<file path="src/rtl/fifo_pkg.sv">
// Shared async-FIFO helpers: Gray/binary conversion and the synchroniser depth
// default, used by both the read and the write pointer controllers.
package fifo_pkg;

  // Default number of flops in a pointer synchroniser chain.
  localparam int unsigned SYNC_STAGES_DEF = 2;

  // Width the conversion helpers operate on; callers zero-extend and truncate.
  localparam int unsigned PTR_FN_W = 32;

  // Binary to reflected Gray code.
  function automatic logic [PTR_FN_W-1:0] bin2gray(input logic [PTR_FN_W-1:0] bin);
    return bin ^ (bin >> 1);
  endfunction

  // Reflected Gray code to binary: each binary bit is the XOR of all Gray bits above and at it.
  function automatic logic [PTR_FN_W-1:0] gray2bin(input logic [PTR_FN_W-1:0] gray);
    logic [PTR_FN_W-1:0] bin;
    bin = gray;
    for (int unsigned i = 1; i < PTR_FN_W; i++) begin
      bin = bin ^ (gray >> i);
    end
    return bin;
  endfunction

endpackage

</file>
<file path="src/rtl/sync_bus.sv">
// Multi-flop synchroniser for a Gray-coded bus; every stage clears on reset.
module sync_bus
  import fifo_pkg::*;
#(
  parameter int unsigned WIDTH  = 1,
  parameter int unsigned STAGES = SYNC_STAGES_DEF
) (
  input  logic             clk,
  input  logic             rst_n,
  input  logic [WIDTH-1:0] d_i,
  output logic [WIDTH-1:0] q_o
);

  logic [WIDTH-1:0] stage_q [STAGES];

  // Shift the bus through the synchroniser chain.
  always_ff @(posedge clk) begin
    if (!rst_n) begin
      for (int unsigned i = 0; i < STAGES; i++) begin
        stage_q[i] <= '0;
      end
    end else begin
      stage_q[0] <= d_i;
      for (int unsigned i = 1; i < STAGES; i++) begin
        stage_q[i] <= stage_q[i-1];
      end
    end
  end

  assign q_o = stage_q[STAGES-1];

endmodule

</file>
<file path="src/rtl/fifo_rd_ctrl.sv">
// Read-side controller of an asynchronous FIFO: synchronises the write pointer,
// owns the read pointer, drives the RAM read port and produces status flags.
// FWFT=1 prefetches the head word so it is presented before rd_en acknowledges it.
module fifo_rd_ctrl
  import fifo_pkg::*;
#(
  parameter int unsigned ADDR_WIDTH    = 4,
  parameter int unsigned SYNC_STAGES   = SYNC_STAGES_DEF,
  parameter int unsigned AEMPTY_THRESH = 2,
  parameter int unsigned FWFT          = 0
) (
  input  logic                  rd_clk,
  input  logic                  rst_n,
  input  logic [ADDR_WIDTH:0]   wr_ptr_gray,
  input  logic                  rd_en,
  output logic                  ram_ren,
  output logic [ADDR_WIDTH-1:0] ram_raddr,
  output logic [ADDR_WIDTH:0]   rd_ptr_gray,
  output logic                  rd_valid,
  output logic                  empty,
  output logic                  almost_empty,
  output logic [ADDR_WIDTH:0]   rd_count,
  output logic                  underflow
);

  localparam int unsigned PTR_W = ADDR_WIDTH + 1;
  localparam logic [PTR_W-1:0] AE_TH = PTR_W'(AEMPTY_THRESH);

  logic [PTR_W-1:0] wr_gray_s;
  logic [PTR_W-1:0] wr_bin_s;

  logic [PTR_W-1:0] rd_bin_q,   rd_bin_d;
  logic [PTR_W-1:0] rd_gray_q,  rd_gray_d;
  logic [PTR_W-1:0] count_q,    count_d;
  logic             fe_q,       fe_d;
  logic             empty_q,    empty_d;
  logic             aempty_q,   aempty_d;
  logic             rd_valid_q, rd_valid_d;
  logic             uflow_q,    uflow_d;
  logic             pop;

  // Bring the write pointer into the read clock domain.
  sync_bus #(
    .WIDTH  (PTR_W),
    .STAGES (SYNC_STAGES)
  ) u_wr_sync (
    .clk   (rd_clk),
    .rst_n (rst_n),
    .d_i   (wr_ptr_gray),
    .q_o   (wr_gray_s)
  );

  assign wr_bin_s = PTR_W'(gray2bin(PTR_FN_W'(wr_gray_s)));

  // Pop decision, next pointer and next-state flags (flags use the post-pop pointer).
  always_comb begin
    pop        = 1'b0;
    rd_bin_d   = rd_bin_q;
    rd_gray_d  = rd_gray_q;
    fe_d       = fe_q;
    count_d    = count_q;
    aempty_d   = aempty_q;
    rd_valid_d = rd_valid_q;
    empty_d    = empty_q;
    uflow_d    = 1'b0;

    if (FWFT != 0) begin
      pop = ~fe_q & (~rd_valid_q | rd_en);
    end else begin
      pop = rd_en & ~fe_q;
    end
    // No RAM access while reset is held.
    pop = pop & rst_n;

    rd_bin_d  = rd_bin_q + PTR_W'(pop);
    rd_gray_d = PTR_W'(bin2gray(PTR_FN_W'(rd_bin_d)));
    fe_d      = (rd_gray_d == wr_gray_s);
    count_d   = wr_bin_s - rd_bin_d;
    aempty_d  = (count_d <= AE_TH);

    if (FWFT != 0) begin
      // Presented word stays until acknowledged; a prefetch refills it in the same edge.
      if (pop) begin
        rd_valid_d = 1'b1;
      end else if (rd_en && rd_valid_q) begin
        rd_valid_d = 1'b0;
      end
      empty_d = ~rd_valid_d;
      uflow_d = rd_en & ~rd_valid_q;
    end else begin
      // RAM returns data one cycle after the read enable.
      rd_valid_d = pop;
      empty_d    = fe_d;
      uflow_d    = rd_en & fe_q;
    end
  end

  // State and registered outputs; synchronous active-low reset.
  always_ff @(posedge rd_clk) begin
    if (!rst_n) begin
      rd_bin_q   <= '0;
      rd_gray_q  <= '0;
      count_q    <= '0;
      fe_q       <= 1'b1;
      empty_q    <= 1'b1;
      aempty_q   <= 1'b1;
      rd_valid_q <= 1'b0;
      uflow_q    <= 1'b0;
    end else begin
      rd_bin_q   <= rd_bin_d;
      rd_gray_q  <= rd_gray_d;
      count_q    <= count_d;
      fe_q       <= fe_d;
      empty_q    <= empty_d;
      aempty_q   <= aempty_d;
      rd_valid_q <= rd_valid_d;
      uflow_q    <= uflow_d;
    end
  end

  assign ram_ren      = pop;
  assign ram_raddr    = rd_bin_q[ADDR_WIDTH-1:0];
  assign rd_ptr_gray  = rd_gray_q;
  assign rd_valid     = rd_valid_q;
  assign empty        = empty_q;
  assign almost_empty = aempty_q;
  assign rd_count     = count_q;
  assign underflow    = uflow_q;

endmodule

</file>
<file path="config.mk">
export PLATFORM = sky130hd
export DESIGN_NAME = fifo_rd_ctrl
export DESIGN_NICKNAME = d
export VERILOG_FILES = /design/src/rtl/fifo_pkg.sv /design/src/rtl/sync_bus.sv /design/src/rtl/fifo_rd_ctrl.sv
export SDC_FILE = /design/constraint.sdc
export NUM_CORES = 1
export LEC_CHECK = 0
export ABC_AREA = 1
export CORE_AREA = 2 2 57 59
export DETAILED_ROUTE_END_ITERATION = 10
export DIE_AREA = 0 0 59 61
export PLACE_DENSITY = 0.74
export SYNTH_ARGS = -nofsm -noshare
export SYNTH_HDL_FRONTEND = slang
export SYNTH_SLANG_ARGS = --single-unit
</file>
<file path="constraint.sdc">
create_clock -name rd_clk -period 3.91 [get_ports rd_clk]
set_clock_uncertainty 0.15 [all_clocks]
set_input_delay 0.782 -clock rd_clk [delete_from_list [all_inputs] [get_ports rd_clk]]
set_output_delay 0.782 -clock rd_clk [all_outputs]
set_load 0.1 [all_outputs]
</file>
## Yosys cells after proc, flatten, opt, wreduce, memory -nomap -nowiden

Memory sizes are Yosys's and may differ from the RTL's.
Cells that the tools add are included.

| cells by class | value |
|---|---|
| magnitude comparators | 1 |
| mux-type cells | 4 |
| bitwise gates (word level) | 11 |
| equal/unequal tests | 1 |
| $mul | 0 |
| reduce and logical (&&, ||, !) cells | 0 |
| divide/modulo/power cells | 0 |
| shift-type cells | 0 |
| $add $sub $neg | 2 |

Operators by type and width:

| operator | count |
|---|---|
| $mux 5 | 2 |
| $xor 5x4->5 | 2 |
| $add 5x1->5 | 1 |
| $eq 5x5->1 | 1 |
| $le 5x2->1 const B | 1 |
| $sub 5x5->5 | 1 |
| $xor 5x1->5 | 1 |
| $xor 5x2->5 | 1 |
| $xor 5x3->5 | 1 |
| $and 1x1->1 | 3 |
| $mux 1 | 2 |
| $or 1x1->1 | 2 |
| $not 1->1 | 1 |

| storage, ports and cells | value |
|---|---|
| word-level logic and storage cells | 27 |
| memories | 1 |
| flip-flop bits (word level) | 19 |
| ROM bits | 0 |
| bits in writable memories | 10 |
| latch bits | 0 |
| output and inout port bits | 19 |

Memory list:

| name | depth | width | read ports | clocked after Yosys merged registers in | write ports | line | RTL |
|---|---|---|---|---|---|---|---|
| u_wr_sync.stage_q | 2 | 5 | 2 | 0 | 2 | sync_bus.sv:14 | `logic [WIDTH-1:0] stage_q [STAGES];` |

## Logic depth before layout (Yosys ltp)

| logic depth | value |
|---|---|
| word-level depth | 6 |
| mapped depth | 19 |

## Modules after synthesis

Synthesis repeated with hierarchy kept, for this count alone.

| second synthesis, totals | value |
|---|---|
| cell total of the unflattened synthesis | 177 |
| area total of the unflattened synthesis | 1,342.5 um2 |

By module, submodules not included:

| module | times used | sequential area each (um2) | area each (um2) | cells an instance |
|---|---|---|---|---|
| fifo_rd_ctrl | 1 | 360.3 | 1,018.5 | 141 |
| sync_bus | 1 | 200.2 | 324.1 | 36 |

## Worst setup path before layout

No wires, ideal clock.

| timing | value |
|---|---|
| path type | input to register |
| from | in rst_n |
| to | reg aempty_q (netlist: almost_empty) |
| setup time | 113 ps |
| arrival | 4,985 ps |
| stages on the path | 12 |
| slack | -1,338 ps |
| cell sequence | buf_2 > inv_1 > clkbuf_1 > nor3_1 > ha_1 > nand3_2 > xor2_2 > ha_1 > a21oi_1 > a21oi_1 > nor2_2 > nor2_1 |

| on the way | value |
|---|---|
| word-level cells in the longest chain between the ends | 4 |

RTL lines:

| item | line | RTL |
|---|---|---|
| from (decl) | fifo_rd_ctrl.sv:13 | `input logic rst_n,` |
| $and 1x1->1 | fifo_rd_ctrl.sv:73 | `pop = pop & rst_n;` |
| named net ram_ren | fifo_rd_ctrl.sv:16 | `output logic ram_ren,` |
| $add 5x1->5 | fifo_rd_ctrl.sv:75 | `rd_bin_d = rd_bin_q + PTR_W'(pop);` |
| $sub 5x5->5 | fifo_rd_ctrl.sv:78 | `count_d = wr_bin_s - rd_bin_d;` |
| $le 5x2->1 | fifo_rd_ctrl.sv:79 | `aempty_d = (count_d <= AE_TH);` |
| to (signal assigned) | fifo_rd_ctrl.sv:115 | `aempty_q <= aempty_d;` |
| to (decl) | fifo_rd_ctrl.sv:37 | `logic aempty_q, aempty_d;` |

The timed path passes the listed nets, and every way through them passes these cells.
A chain may end at the register's enable or synchronous reset.

## Worst setup path after layout

| timing | value |
|---|---|
| from | in rd_en |
| to | reg aempty_q (netlist: almost_empty) |

| on the way | value |
|---|---|
| word-level cells in the longest chain between the ends | 5 |

RTL lines:

| item | line | RTL |
|---|---|---|
| from (decl) | fifo_rd_ctrl.sv:15 | `input logic rd_en,` |
| $and 1x1->1 | fifo_rd_ctrl.sv:70 | `pop = rd_en & ~fe_q;` |
| $and 1x1->1 | fifo_rd_ctrl.sv:73 |  |
| $add 5x1->5 | fifo_rd_ctrl.sv:75 |  |
| $sub 5x5->5 | fifo_rd_ctrl.sv:78 |  |
| $le 5x2->1 | fifo_rd_ctrl.sv:79 |  |

No other way between the ends.

==> out/metrics.csv <==
metric,value,unit
startpoint,rd_en,
core,2953,um^2
synth_xor_area_frac,0.1036,
p_clk_frac,0.213,
finalPower,0.6573,mW
finalWirelength,2.216,mm
critPathRequiredTime,4.04,ns
p_sw,0.2401,mW
grt_pass1_wl,3.870,mm
path_cells,clkdlybuf4s50_1 > inv_1 > nor3_4 > ha_1 > ha_1 > nand2_1 > nand2_1 > inv_2 > ha_1 > nand2_1 > nand3b_1 > nand2_1 > nand2_1 > nand3_1 > nand2_1 > nor2_1,
clockBufferDepth,2,
p_leak,0.8479,nW
fmax,331.6,MHz
worst-setup-path-type,input pin to flip-flop,
floorplan.initialDensity,0.4415,
syn_inst,173,
layout_min_cycle_time,3.016,ns
hp-class,flip-flop to flip-flop,
layout_commonest_cell,nand2_1,
avgSynthCellArea,7.536,um^2
dr.pass1.iters,4,
cts_buffers,3,
place_congestion,0.8422,
status,"finished, final reports clean",
clk_latency,0.33,ns
io_pins,27,
grt_overflow,0,
cts_tree,built,
seq_power_share,0.473,
post_route_cells_drive_above_1_share,0.1084,
rsz0062_at_grt,false,
final_nets,219,
power_frac_comb,0.314,
period_share,0.7714,
worstMarginPinSlew,0.9688,ns
fin_cells,236,
relSlewSlack,0.3521,
setup_violations,0,
htreeDepth,1,
synthAdderAreaFrac,0.06718,
cp_common_cell,nand2_1,
wire_per_inst,9.390,um
cts-hold-fix-buffers,0,
antenna_cells,0,
syn_area,1304,um^2
setup_ws,0.8939,ns
r2r_start,fe_q,
irDropWorstVdd,233.2,uV
place_inst,232,
maxCapViolations,0,
root_buffer,clkbuf_4,
antenna_found_initial,0,
synth_seq_cells,28,
synth-simple-area-share,0.2927,
post-dp-hpwl,1.801,mm
hold_violations,0,
powerDensity,392.9,nW/um^2
vias,1063,
postRouteAntennaNets,0,
drt_iter0_markers,23,
yosys_warnings,0,
utilization,0.5665,
p_sw_frac,0.3653,
final.setup.tns,0,ns
cpMaxStageDelayCell,clkdlybuf4s50_1,
muxShareOfSynthArea,0,
grt_use_total,0.1446,
pre_cts_ws,0.5393,ns
path_max_fanout,5,
drv_slew,0,
route.detailed.vias_per_inst,4.504,
cp-start-kind,input pin,
grt_pass1_vias,926,
die_x,59,um
grt_start_max_net_pins,18,
synth_top_family_by_area,simple AND/OR/NAND/NOR gates,
finish.instance_area,1673,um^2
areaGrowthSynthToFinish,28.31,%
holdWs,0.2755,ns
die-area,3599,um^2
clk_pin_slew,0.14,ns
layout_common_cells,"55 x nand2_1, 28 x inv_1, 28 x dfxtp_1, 25 x clkdlybuf4s50_1",
dpl_cell_area,1637,um^2
internal_power,0.4171,mW
post_cts_buffers,0,
cts_resized,0,
seq_area_frac_synth,0.4299,
portBuffers,26,
syn_nets,188,
rows,20,
cp_slowest_stage_delay,0.46,ns
synth_compound_area_frac,0.007678,
die_y,61,um
critPathCaptureType,flip-flop,
hp-start,u_wr_sync.stage_q[0][4],
synth_cell_types,21,
cp.arrival,3.14,ns
drcViolationCount,0,
cts.sinks,28,
## logic make-up after synthesis
group / count (synthesis)
buffers and inverters: 34
adder cells (fa/ha/maj): 7
AND/OR/NAND/NOR: 90
XOR/XNOR: 12
flip-flops: 28
AO/OA/AOI/OAI: 2
## synth_stat cells
cell type   n  share of area
nor3_1      3          0.012
and2_1      1         0.0048
inv_1      28          0.081
xnor2_1     3          0.020
buf_1       1         0.0029
nor2_2      1         0.0048
xor2_2      3          0.037
xnor2_2     1          0.012
nand3_2     1         0.0077
nand2_2     4          0.019
dfxtp_1    28           0.43
nand2_1    55           0.16
ha_1        7          0.067
nand3b_1    1         0.0058
inv_2       3         0.0086
a21oi_1     2         0.0077
nand3_1    12          0.046
clkbuf_1    1         0.0029
xor2_1      5          0.034
buf_2       1         0.0038
nor2_1     12          0.035
## state kept, by name (all words and copies together), names as in the netlist
| register | count |
|---|---|
| almost_empty | 1 |
| fe_q | 1 |
| rd_bin_q | 5 |
| rd_count | 5 |
| rd_ptr_gray | 4 |
| rd_valid | 1 |
| u_wr_sync.stage_q | 10 |
| underflow | 1 |
## area by class of cell
type	instances	area [um^2]
clock buffer	4	36.28
fill	290	1280
inverter	31	116.4
multi-input combinational	111	625.6
sequential	28	560.5
tap	33	41.29
timing repair buffer	29	292.8
## per-layer routing
layer  track usage  vias to the layer above  routed length (um)
met1        0.1927                      462                1115
met5             0                        -                   0
met3       0.01919                        3                  79
met2        0.2333                       26                 996
met4       0.06818                        0                  25
li1              -                      572                   -
## worst max-delay path, delay by kind of cell
family | cells | cell delay [ns]
adder cells (fa/ha/maj) | 3 | 0.70
buffers and inverters | 3 | 0.63
AND/OR/NAND/NOR | 10 | 1.04
## final timing paths
| path | to | slack (ns) | depth (start not counted) |
|---|---|---|---|
| min reg2reg | u_wr_sync.stage_q[0][9] | 0.28 | 2 |
| max | almost_empty | 0.89 | 16 |
| max reg2reg | almost_empty | 1.48 | 14 |
| min | u_wr_sync.stage_q[0][9] | 0.28 | 2 |
## power groups by stage
stage / Clock (mW) / Combinational [mW] / Sequential [mW]
final: 0.140 / 0.206 / 0.311
after detailed placement: 0 / 0.207 / 0.317
after floorplan: 0 / 0.0654 / 0.412
after global placement: 0 / 0.206 / 0.317
after CTS: 0.145 / 0.207 / 0.311
after global routing: 0.156 / 0.223 / 0.313
No activity file was read; power rests on OpenSTA's default activity.
